### config.mk
export PLATFORM = sky130hd
export DESIGN_NAME = pe_bypass_ctrl
export DESIGN_NICKNAME = d
export VERILOG_FILES = /design/src/rtl/pe_bypass_ctrl_pkg.sv /design/src/rtl/pe_bypass_ctrl_match.sv /design/src/rtl/pe_bypass_ctrl.sv
export SDC_FILE = /design/constraint.sdc
export NUM_CORES = 1
export LEC_CHECK = 0
export CAP_MARGIN = 15
export CELL_PAD_IN_SITES_DETAIL_PLACEMENT = 1
export CELL_PAD_IN_SITES_GLOBAL_PLACEMENT = 1
export CORE_MARGIN = 2
export CORE_UTILIZATION = 35
export CTS_CLUSTER_DIAMETER = 60
export CTS_CLUSTER_SIZE = 24
export DETAILED_ROUTE_END_ITERATION = 6
export PLACE_DENSITY = 0.86
export REMOVE_ABC_BUFFERS = 1
export SLEW_MARGIN = 40
export SYNTH_ARGS = -nofsm -noshare
export SYNTH_HDL_FRONTEND = slang
export SYNTH_SLANG_ARGS = --single-unit
### constraint.sdc
create_clock -name iClk -period 2.2 [get_ports iClk]
set_clock_uncertainty 0.1 [all_clocks]
set_input_delay 0.22 -clock iClk [delete_from_list [all_inputs] [get_ports iClk]]
set_output_delay 0.22 -clock iClk [all_outputs]
set_load 0.02 [all_outputs]
### src/rtl/pe_bypass_ctrl_pkg.sv
// Shared PE definitions: register index width, bypass source encodings,
// the in-flight slot record and the multicycle-unit predicate.
`default_nettype none

package pe_bypass_ctrl_pkg;

   localparam int DEF_RF_INDEX_WIDTH = 5;

   localparam logic [1:0] RISC24_BYPASS_SRC_ALU    = 2'd0;
   localparam logic [1:0] RISC24_BYPASS_SRC_MUL    = 2'd1;
   localparam logic [1:0] RISC24_BYPASS_SRC_LSU    = 2'd2;
   localparam logic [1:0] RISC24_BYPASS_SRC_SHADOW = 2'd3;

   typedef struct packed {
      logic                          valid;
      logic                          writes;
      logic [DEF_RF_INDEX_WIDTH-1:0] dest;
      logic [1:0]                    unit;
   } slot_t;

   // MUL and LSU results appear one cycle later than ALU/SHADOW results.
   function automatic logic risc24_unit_is_multicycle(input logic [1:0] unit);
      return (unit == RISC24_BYPASS_SRC_MUL) || (unit == RISC24_BYPASS_SRC_LSU);
   endfunction

endpackage

`default_nettype wire

### src/rtl/pe_bypass_ctrl_match.sv
// Per-source-port hazard resolution against the ID and EX1 tracking slots.
`default_nettype none

module pe_bypass_ctrl_match
   import pe_bypass_ctrl_pkg::*;
(
   input  logic [DEF_RF_INDEX_WIDTH-1:0] addr,
   input  logic                          enable,
   input  slot_t                         id_slot,
   input  slot_t                         ex1_slot,
   output logic                          read,
   output logic [1:0]                    sel,
   output logic                          stall_req
);

   logic addr_real;
   logic id_hit;
   logic ex1_hit;

   // r0 and r1 are hard-wired and never forwarded.
   assign addr_real = enable && (addr > DEF_RF_INDEX_WIDTH'(1));
   assign id_hit    = addr_real && id_slot.valid && id_slot.writes && (id_slot.dest == addr);
   assign ex1_hit   = addr_real && ex1_slot.valid && ex1_slot.writes && (ex1_slot.dest == addr);

   always_comb begin
      read      = 1'b0;
      sel       = RISC24_BYPASS_SRC_ALU;
      stall_req = 1'b0;
      if (id_hit) begin
         if (risc24_unit_is_multicycle(id_slot.unit)) begin
            stall_req = 1'b1;
         end else begin
            read = 1'b1;
            sel  = id_slot.unit;
         end
      end else if (ex1_hit && risc24_unit_is_multicycle(ex1_slot.unit)) begin
         // Single-cycle EX1 producers are covered by the network's WB bypass.
         read = 1'b1;
         sel  = ex1_slot.unit;
      end
   end

endmodule

`default_nettype wire

### src/rtl/pe_bypass_ctrl.sv
// IF-side hazard/forwarding controller: tracks in-flight destinations,
// registers bypass flags/selects for ID and raises a one-cycle interlock.
`default_nettype none

module pe_bypass_ctrl
   import pe_bypass_ctrl_pkg::*;
#(
   parameter int RF_IDX_W = DEF_RF_INDEX_WIDTH,
   parameter int CNT_W    = 16
) (
   input  logic                iClk,
   input  logic                iReset_n,
   input  logic                iIF_Valid,
   input  logic [RF_IDX_W-1:0] iIF_RF_Read_Addr_A,
   input  logic [RF_IDX_W-1:0] iIF_RF_Read_Addr_B,
   input  logic                iIF_Uses_B,
   input  logic                iIF_Writes_RF,
   input  logic [RF_IDX_W-1:0] iIF_Dest_Addr,
   input  logic [1:0]          iIF_Dest_Unit,
   input  logic                iFreeze,
   input  logic                iFlush,
   output logic                oBP_Stall,
   output logic                oBP_Bypass_Read_A,
   output logic                oBP_Bypass_Read_B,
   output logic [1:0]          oBP_Bypass_Sel_A,
   output logic [1:0]          oBP_Bypass_Sel_B,
   output logic [CNT_W-1:0]    oBP_Stall_Count
);

   localparam slot_t BUBBLE = '0;

   slot_t       id_slot;
   slot_t       ex1_slot;
   slot_t       if_slot;
   logic        read_a;
   logic        read_b;
   logic [1:0]  sel_a;
   logic [1:0]  sel_b;
   logic        stall_req_a;
   logic        stall_req_b;
   logic        kill_id;

   assign if_slot.valid  = iIF_Valid;
   assign if_slot.writes = iIF_Writes_RF;
   assign if_slot.dest   = iIF_Dest_Addr;
   assign if_slot.unit   = iIF_Dest_Unit;

   pe_bypass_ctrl_match u_match_a (
      .addr      (iIF_RF_Read_Addr_A),
      .enable    (1'b1),
      .id_slot   (id_slot),
      .ex1_slot  (ex1_slot),
      .read      (read_a),
      .sel       (sel_a),
      .stall_req (stall_req_a)
   );

   pe_bypass_ctrl_match u_match_b (
      .addr      (iIF_RF_Read_Addr_B),
      .enable    (iIF_Uses_B),
      .id_slot   (id_slot),
      .ex1_slot  (ex1_slot),
      .read      (read_b),
      .sel       (sel_b),
      .stall_req (stall_req_b)
   );

   // A flush squashes the hazard, so no interlock is raised against it.
   assign oBP_Stall = iIF_Valid && (stall_req_a || stall_req_b) && !iFlush;
   assign kill_id   = iFlush || oBP_Stall || !iIF_Valid;

   always_ff @(posedge iClk or negedge iReset_n) begin
      if (!iReset_n) begin
         id_slot           <= BUBBLE;
         ex1_slot          <= BUBBLE;
         oBP_Bypass_Read_A <= 1'b0;
         oBP_Bypass_Read_B <= 1'b0;
         oBP_Bypass_Sel_A  <= RISC24_BYPASS_SRC_ALU;
         oBP_Bypass_Sel_B  <= RISC24_BYPASS_SRC_ALU;
         oBP_Stall_Count   <= '0;
      end else if (!iFreeze) begin
         ex1_slot <= iFlush ? BUBBLE : id_slot;
         id_slot  <= kill_id ? BUBBLE : if_slot;
         if (kill_id) begin
            oBP_Bypass_Read_A <= 1'b0;
            oBP_Bypass_Read_B <= 1'b0;
            oBP_Bypass_Sel_A  <= RISC24_BYPASS_SRC_ALU;
            oBP_Bypass_Sel_B  <= RISC24_BYPASS_SRC_ALU;
         end else begin
            oBP_Bypass_Read_A <= read_a;
            oBP_Bypass_Read_B <= read_b;
            oBP_Bypass_Sel_A  <= sel_a;
            oBP_Bypass_Sel_B  <= sel_b;
         end
         if (oBP_Stall && !iFlush && !(&oBP_Stall_Count)) begin
            oBP_Stall_Count <= oBP_Stall_Count + CNT_W'(1);
         end
      end
   end

endmodule

`default_nettype wire
# Yosys cells after proc, flatten, opt, wreduce, memory -nomap -nowiden
# Index checks and enable logic that the tools add are counted.
# W data, S select, Z words.
[totals]
latch_bits = 0
register_bits = 40
romBits = 0
mem_count = 0
in_bits = 24
wordCells = 73
ram_bits = 0
output_inout_bits = 23
[classes]
reduce_logical = 29
n_eq_ne = 8
muxes = 19
n_div = 0
add_sub_neg = 1
n_lt_le_gt_ge = 2
multipliers = 0
n_bitwise = 1
shifts = 0
[op_table]
columns = ["cell", "count"]
rows = [
  ["$eq A5 B5 Y1", 4],
  ["$logic_and A1 B1 Y1", 19],
  ["$mux W9", 2],
  ["$add A16 B1 Y16 const B", 1],
  ["$reduce_and A16 Y1", 1],
  ["$mux W2", 7],
  ["$gt A5 B1 Y1 const B", 2],
  ["$mux W1", 10],
  ["$logic_or A1 B1 Y1", 5],
  ["$eq A2 B1 Y1 const B", 2],
  ["$eq A2 B2 Y1 const B", 2],
  ["$logic_not A1 Y1", 3],
  ["$reduce_and A2 Y1", 1],
  ["$not A1 Y1", 1],
]

# Logic depth before layout (Yosys ltp)
# Gate-level depths: netlist (run 1).
[depth]
word_depth = 12
depth_mapped = 9
ltp_nobuf = 7

# Cells and area by module
# From an unflattened synthesis (run 1), not the netlist that was laid out.
[hier_totals]
cells_unflattened = 202
hier_area_um2 = 2099.5
[modules_own_cells]
columns = ["module", "cells_per_inst", "area_per_inst_um2", "seq_area_each_um2", "n_inst"]
rows = [
  ["pe_bypass_ctrl", 144, 1681.6, 1001.0, 1],
  ["pe_bypass_ctrl_match", 29, 209.0, 0.0, 2],
]

# Least setup slack after synthesis (run 1)
# Ideal clock, no wire load.
[synth_timing]
path_type = "register -> register"
start = "register oBP_Stall_Count[0]"
end = "register oBP_Stall_Count[1]"
stages_incl_launch_ff = 9
t_required_ns = 1.972
t_arrival_ns = 2.279
setup_time_ns = 0.128
setup_slack_ns = -0.307
synth_period_minus_slack_ns = 2.507
path_buffers = 2
path_cell_list = "dfrtp_1 ha_1 nand3_1 or2_2 clkbuf_1 o41a_1 o211ai_2 buf_6 mux2_1"
[synth_via]
elab_chain_cells = 4
word_cells_on_any_way = 5
classes_between = "add/sub (1); reduce/logical (4)"
[synth_lines]
columns = ["element", "line", "source"]
rows = [
  ["from (decl)", "pe_bypass_ctrl.sv:27", "output logic [CNT_W-1:0] oBP_Stall_Count"],
  ["from (signal assigned)", "pe_bypass_ctrl.sv:96", "oBP_Stall_Count <= oBP_Stall_Count + CNT_W'(1);"],
  ["parallel branches: the longest is 4 deep, another holds $add A16 B1 Y16", "n/a", ""],
]
# Several ways; the timed one is not identified.
# A chain may end at the register's enable or synchronous reset.

# Worst setup path after layout (run 1)
[layout_timing]
start = "register, netlist name id_slot[6]"
end = "output port oBP_Stall"
[layout_via]
elab_chain_cells = 6
word_cells_on_any_way = 9
classes_between = "eq/ne (2); mux (2); reduce/logical (5)"
[layout_lines]
columns = ["element", "line", "source"]
rows = [
  ["$eq A5 B5 Y1", "pe_bypass_ctrl_match.sv:22", "assign id_hit = addr_real && id_slot.valid && id_slot.writes && (id_slot.dest == addr);"],
  ["$logic_and A1 B1 Y1", "pe_bypass_ctrl_match.sv:22", ""],
  ["$mux W1", "pe_bypass_ctrl_match.sv:29", "if (id_hit) begin"],
  ["$logic_or A1 B1 Y1 (*)", "pe_bypass_ctrl.sv:69", "assign oBP_Stall = iIF_Valid && (stall_req_a || stall_req_b) && !iFlush;"],
  ["$logic_and A1 B1 Y1 (*) (2 in a row)", "pe_bypass_ctrl.sv:69", ""],
  ["to (decl)", "pe_bypass_ctrl.sv:22", "output logic oBP_Stall,"],
]
# Mark *: on every way between the ends. The rest lies on a longest branch, timed or not.

==> results of run 1 <==
power by group:
group	internal, mW	total (mW)	switching [mW]	leakage, nW
Combinational	0.101	0.197	0.0965	0.861
Sequential	0.752	0.772	0.0205	0.542
Clock	0.400	0.661	0.260	0.0645
Total	1.25	1.63	0.377	1.47
synth_stat cells:
library cell  number  area [sq um]
a21oi_1            1         5.000
a22o_1             8         70.07
a22oi_1            4         30.03
and2_1             1         6.260
and2b_1            1         7.510
and3_1             2         12.51
and4_1             1         8.760
buf_6              1         11.26
clkbuf_1           6         22.52
dfrtp_1           40          1001
ha_1               3         37.54
inv_1              5         18.77
mux2_1             1         11.26
nand2_1           25         93.84
nand2b_1          11         68.82
nand3_1            7         35.03
nand4_1            2         12.51
nor2_1            10         37.54
nor2b_1            1         6.260
nor3_1             1         5.000
nor3_2             1         10.01
nor4_1             2         12.51
nor4_2             3         37.54
nor4_4             2         42.54
nor4b_1            1         8.760
o2111ai_1          1         8.760
o211ai_2           1         12.51
o21ai_0           15         75.07
o21ai_1            1         5.000
o41a_1             1         11.26
o41ai_1            1         8.760
or2_2              1         6.260
or4_1              1         7.510
or4_4              1         11.26
xnor2_1           16         140.1
xor2_1            20         175.2
path summary, 6_finish.rpt:
| check | start | to | cells past startpoint |
|---|---|---|---|
| worst max-delay path | id_slot[6]$_DFFE_PN0N_ | oBP_Stall | 7 |
| worst min-delay path | iReset_n | id_slot[2]$_DFFE_PN0N_ | 2 |
| worst max register to register | id_slot[6]$_DFFE_PN0N_ | oBP_Stall_Count[14]$_DFFE_PN0P_ | 8 |
| worst min register to register | oBP_Bypass_Read_B$_DFFE_PN0N_ | oBP_Bypass_Read_B$_DFFE_PN0N_ | 2 |
| max in group asynchronous | iReset_n | ex1_slot[7]$_DFFE_PN0N_ | 2 |
| min in group iClk | oBP_Bypass_Read_B$_DFFE_PN0N_ | oBP_Bypass_Read_B$_DFFE_PN0N_ | 2 |
per-layer routing:
layer  track usage  routed length, microns  up-vias
li1              -                       -      864
met1        0.2326                    2584      935
met2        0.3636                    3424       39
met3       0.02889                     155       15
met4        0.1000                     177        0
met5             0                       0        -
worst reg2reg max path, delay by kind of cell, from the launching register on:
family,cells,cell delay (ps)
buffers and inverters,2,390
XOR/XNOR,2,310
flip-flops,1,410
AO/OA/AOI/OAI,1,180
AND/OR/NAND/NOR,3,930
sequential cells by signal, indices dropped and copies added (netlist names):
register and cells:
oBP_Stall_Count 16, ex1_slot 9, oBP_Bypass_Sel_A 2, oBP_Bypass_Read_A 1
oBP_Bypass_Sel_B 2, oBP_Bypass_Read_B 1, id_slot 9
metrics by stage:
stage / utilization / area, sq um / instances / power (mW)
2_1_floorplan: - / 2041 / 192 / 0.8416
5_1_grt: 0.5488 / 3192 / 363 / 1.691
3_5_place_dp: 0.4918 / 2860 / 347 / 0.9663
4_1_cts: 0.5331 / 3100 / 358 / 1.634
6_report: 0.5488 / 3192 / 363 / 1.630
3_3_place_gp: 0.4914 / 2858 / 347 / 0.9554
what timing repair did:
item,4_1_cts,5_1_grt
setup endpoints to repair,16,28
resized for setup,26,6
buffers inserted,2,6
endpoints found under the hold margin,40,0
cloned,0,1
pin swaps,1,2
hold buffers,1,0
cell families after synthesis:
| logic type | Yosys count | share of synthesized area |
|---|---|---|
| AND/OR/NAND/NOR | 74 | 0.2075 |
| adder cells (fa/ha/maj) | 3 | 0.01810 |
| buffers and inverters | 12 | 0.02533 |
| AO/OA/AOI/OAI | 33 | 0.1092 |
| multiplexers | 1 | 0.005428 |
| XOR/XNOR | 36 | 0.1520 |
| flip-flops | 40 | 0.4825 |
area by class of cell:
cell class | instances | area, sq um | area share
Multi-Input combinational cell | 147 | 1137 | 0.3563
Sequential cell | 40 | 1001 | 0.3136
Timing Repair Buffer | 88 | 814.5 | 0.2552
Clock buffer | 7 | 96.34 | 0.03018
Tap cell | 75 | 93.84 | 0.02940
Clock inverter | 1 | 30.03 | 0.009408
Inverter | 5 | 18.77 | 0.005880
==> flow_summary.ini, run 1 <==
[outcome]
status = finished, violations left
violations = setup timing

[min_path]
hold_class = in -> async

[clock_network]
worstSkewPairLatency_ps = 300
cts_tree = built
clock-sinks = 40
cts.reportedPaths.clkPinSlew_ps = 70
htreeDepth = 2
cts_buffers = 5
cts-root-buf = clkbuf_8
clockBufferDepth = 2

[final_layout]
fillers = 655
fin_nets = 314
n_antenna_cell = 0
drive_above_1_share = 0.2639
layout_commonest_cell = clkdlybuf4s50_1
syn_to_final_growth_pct = 53.86
final_cell_mix = 44 x clkdlybuf4s50_1, 40 x dfrtp_1, 38 x buf_4

[route]
vias = 1853
drt_first_iter_violations = 65
first_pass_iters = 4
via_per_inst = 5.105
wl_per_cell_microns = 17.47
wl_mm = 6.341
detail-route-antenna-nets = 0
drc = 0

[placed_design]
preCtsSetupSlack_ps = -591.1
place_congestion = 0.8943
dp_hpwl_mm = 4.165
port-buffer-count = 46

[floorplan]
coreArea_sq_um = 5816
die_area_sq_um = 6559
chipHeight_microns = 80.99
chipWidth_microns = 80.99
start_util = 0.3567
pin_count = 47
rows = 28

[critical_path]
r2r_slack_ps = -180
crit_chain = xor2_1 -> or4_4 -> nor4_4 -> buf_4 -> o21ai_2 -> nor2_1 -> buf_4
max_stage_delay_ps = 560
critical_path.top_delay_family = simple AND/OR/NAND/NOR gates
cp.arrival_ps = 2100
path_common_cell = buf_4
cp.required_ps = 1880
cp_slowest_cell = or4_4
worstPathMaxFanout = 3
start_kind = flip-flop
end_kind = primary output
path_class = reg -> out
crit_buf_inv = 2

[global_route]
grt_pass1_wl_mm = 9.846
grt-ovfl-total = 0
grt_use_total = 0.2017
antenna_found_initial = 0
grt_max_degree = 41
grt_pass1_vias = 1993

[power]
irDropWorstVdd_v = 0.0002959
p_leak_nw = 1.467
power_density_nw_per_um2 = 510.6

[logic_synthesis]
netlist_instances = 199
syn_avg_cell_area_sq_um = 10.42
syn_area_sq_um = 2074
ys_ff_latch = 40
yosysUniqueCellTypes = 36
ys_warn_count = 0
ys_seq_area_frac = 0.4825

[sta]
fin_ws_ps = -222.0
hold_violations = 0
whs_ps = 324.1
rsz0062_at_grt = yes
period_needed_ps = 2422
post-route-period-util = 1.101
slew_violations = 0
relSlewSlack = 0.6642
setup_tns_ps = -1717
setup_viol = 15
tightest_slew_ps = 503.6
fmax_mhz = 412.9

[run]
maxCapViolCount = 0
No activity file was read; power rests on OpenSTA's default activity.
==> run 2, diff against run 1 <==
--- a/config.mk
+++ b/config.mk
@@ -5,7 +5,6 @@
 export SDC_FILE = /design/constraint.sdc
 export NUM_CORES = 1
 export LEC_CHECK = 0
-export CAP_MARGIN = 15
 export CELL_PAD_IN_SITES_DETAIL_PLACEMENT = 1
 export CELL_PAD_IN_SITES_GLOBAL_PLACEMENT = 1
 export CORE_MARGIN = 2
==> results of run 2 <==
Same layout as run 1: the final DEF is identical, and so are final timing and power.
==> run 3, diff against run 2 <==
--- a/config.mk
+++ b/config.mk
@@ -5,9 +5,9 @@
 export SDC_FILE = /design/constraint.sdc
 export NUM_CORES = 1
 export LEC_CHECK = 0
+export CAP_MARGIN = 5
 export CELL_PAD_IN_SITES_DETAIL_PLACEMENT = 1
 export CELL_PAD_IN_SITES_GLOBAL_PLACEMENT = 1
-export CORE_MARGIN = 2
 export CORE_UTILIZATION = 35
 export CTS_CLUSTER_DIAMETER = 60
 export CTS_CLUSTER_SIZE = 24
==> constraint.sdc (replaced) <==
create_clock -name iClk -period 2.2 [get_ports iClk]
set_clock_uncertainty 0.1 [all_clocks]
set_input_delay 0.22 -clock iClk [delete_from_list [all_inputs] [get_ports iClk]]
set_output_delay 0.22 -clock iClk [all_outputs]
set_load 0.05 [all_outputs]
==> flow_summary.ini, run 3 (synthesis results as in run 1) <==
[critical_path]
cp.required_ps = 1880
cp.arrival_ps = 2120
path_class = reg -> out
start_kind = flip-flop
end_kind = primary output
worstPathMaxFanout = 4

[placed_design]
place_congestion = 0.8400
port-buffer-count = 46
preCtsSetupSlack_ps = -413.6
dp_hpwl_mm = 4.441

[clock_network]
htreeDepth = 2
worstSkewPairLatency_ps = 300
clockBufferDepth = 2
cts-root-buf = clkbuf_8
clock-sinks = 40
cts_tree = built
cts_buffers = 5
cts.reportedPaths.clkPinSlew_ps = 90

[route]
wl_per_cell_microns = 20.83
drc = 0
detail-route-antenna-nets = 0
via_per_inst = 5.333
wl_mm = 7.438
drt_first_iter_violations = 93
first_pass_iters = 4
vias = 1904

[global_route]
grt_use_total = 0.2309
grt_pass1_vias = 2044
grt_max_degree = 41
grt-ovfl-total = 0
antenna_found_initial = 0
grt_pass1_wl_mm = 10.77

[power]
irDropWorstVdd_v = 0.0004944
p_seq_frac = 0.475
clkPwrFrac = 0.402
power_density_nw_per_um2 = 508.9
comb_power_share = 0.124
swShare = 0.2503
power.total_mw = 1.631
p_leak_nw = 1.465
switchingPower_mw = 0.4082
intPower_mw = 1.223

[final_layout]
n_antenna_cell = 0
fin_nets = 311
regArea_sq_um = 1001
top_regs = oBP_Stall_Count x16, ex1_slot x9, id_slot x9
layout_commonest_cell = clkdlybuf4s50_1
multi_input_area_sq_um = 1185
largest_register = oBP_Stall_Count
final_cell_mix = 43 x clkdlybuf4s50_1, 40 x dfrtp_1, 33 x buf_4
fillers = 623
largest_register_ffs = 16
drive_above_1_share = 0.2702
syn_to_final_growth_pct = 54.46

[floorplan]
pin_count = 47
start_util = 0.3699
die_area_sq_um = 6239
rows = 27
chipWidth_microns = 78.99
chipHeight_microns = 78.99
coreArea_sq_um = 5608

[sta]
relSlewSlack = 0.6475
fin_ws_ps = -235.9
setup_viol = 16
period_needed_ps = 2436
post-route-period-util = 1.107
rsz0062_at_grt = yes
whs_ps = 355.0
fmax_mhz = 410.5
hold_violations = 0
tightest_slew_ps = 527.1
slew_violations = 0

[run]
maxCapViolCount = 0

[min_path]
hold_class = in -> async

[outcome]
violations = setup timing
status = finished, violations left
## run 3: cell type report
cell class	count	share of cell area
clock buffer	6	0.02577
clock inverter	2	0.01210
inverter	5	0.005857
multi-input combinational	147	0.3698
sequential	40	0.3124
tap	72	0.02811
timing repair buffer	85	0.2460
## run 3: metrics by stage
| step | cells | utilization | TNS [ps] | cell area, sq um |
|---|---|---|---|---|
| floorplan | 192 | - | -5313 | 2041 |
| global placement | 340 | 0.5031 | -7593 | 2821 |
| detailed placement | 340 | 0.5036 | -9493 | 2824 |
| CTS | 351 | 0.5464 | -2081 | 3064 |
| global route | 357 | 0.5714 | -4094 | 3204 |
| finish | 357 | 0.5714 | -1546 | 3204 |
## run 3: power groups by stage
stage / Combinational [mW] / Clock (mW) / Sequential, mW
2_1_floorplan: 0.0605 / 0 / 0.781
3_3_place_gp: 0.166 / 0 / 0.784
3_5_place_dp: 0.173 / 0 / 0.786
4_1_cts: 0.181 / 0.651 / 0.772
5_1_grt: 0.215 / 0.691 / 0.776
6_report: 0.202 / 0.655 / 0.774
## run 3: path summary, 6_finish.rpt
kind                                               start                         endpoint  slack, ps  cells past startpoint
max                               id_slot[2]$_DFFE_PN0N_                        oBP_Stall       -240                      7
min                                             iReset_n           id_slot[1]$_DFFE_PN0N_        350                      2
max reg2reg                       id_slot[2]$_DFFE_PN0N_  oBP_Stall_Count[14]$_DFFE_PN0P_       -170                      9
min reg2reg                oBP_Bypass_Read_B$_DFFE_PN0N_    oBP_Bypass_Read_B$_DFFE_PN0N_        390                      2
max in group asynchronous                       iReset_n           id_slot[8]$_DFFE_PN0N_       1290                      2
min in group iClk          oBP_Bypass_Read_B$_DFFE_PN0N_    oBP_Bypass_Read_B$_DFFE_PN0N_        390                      2
## run 3: per-layer routing
layer,share of wire,routed length (microns),global-route usage
met4,0.032,241,0.08727
met1,0.43,3169,0.2808
met5,0,0,0
met2,0.50,3740,0.4086
met3,0.038,286,0.03563
## run 3: timing repair
action,4_1_cts,5_1_grt
setup endpoints to repair,25,31
gates resized for setup,22,22
hold buffers,1,0
hold endpoints to repair,40,0
gates cloned,0,1
setup buffers,3,7
pin swaps,14,18
## run 3: worst max-delay path, stage by stage (launching register included)
cell     delay, ps
dfrtp_1        390
buf_4          160
xnor2_2        180
nand4_1        170
nor4_4         450
o21ai_2        130
nor2_2         180
buf_12         160
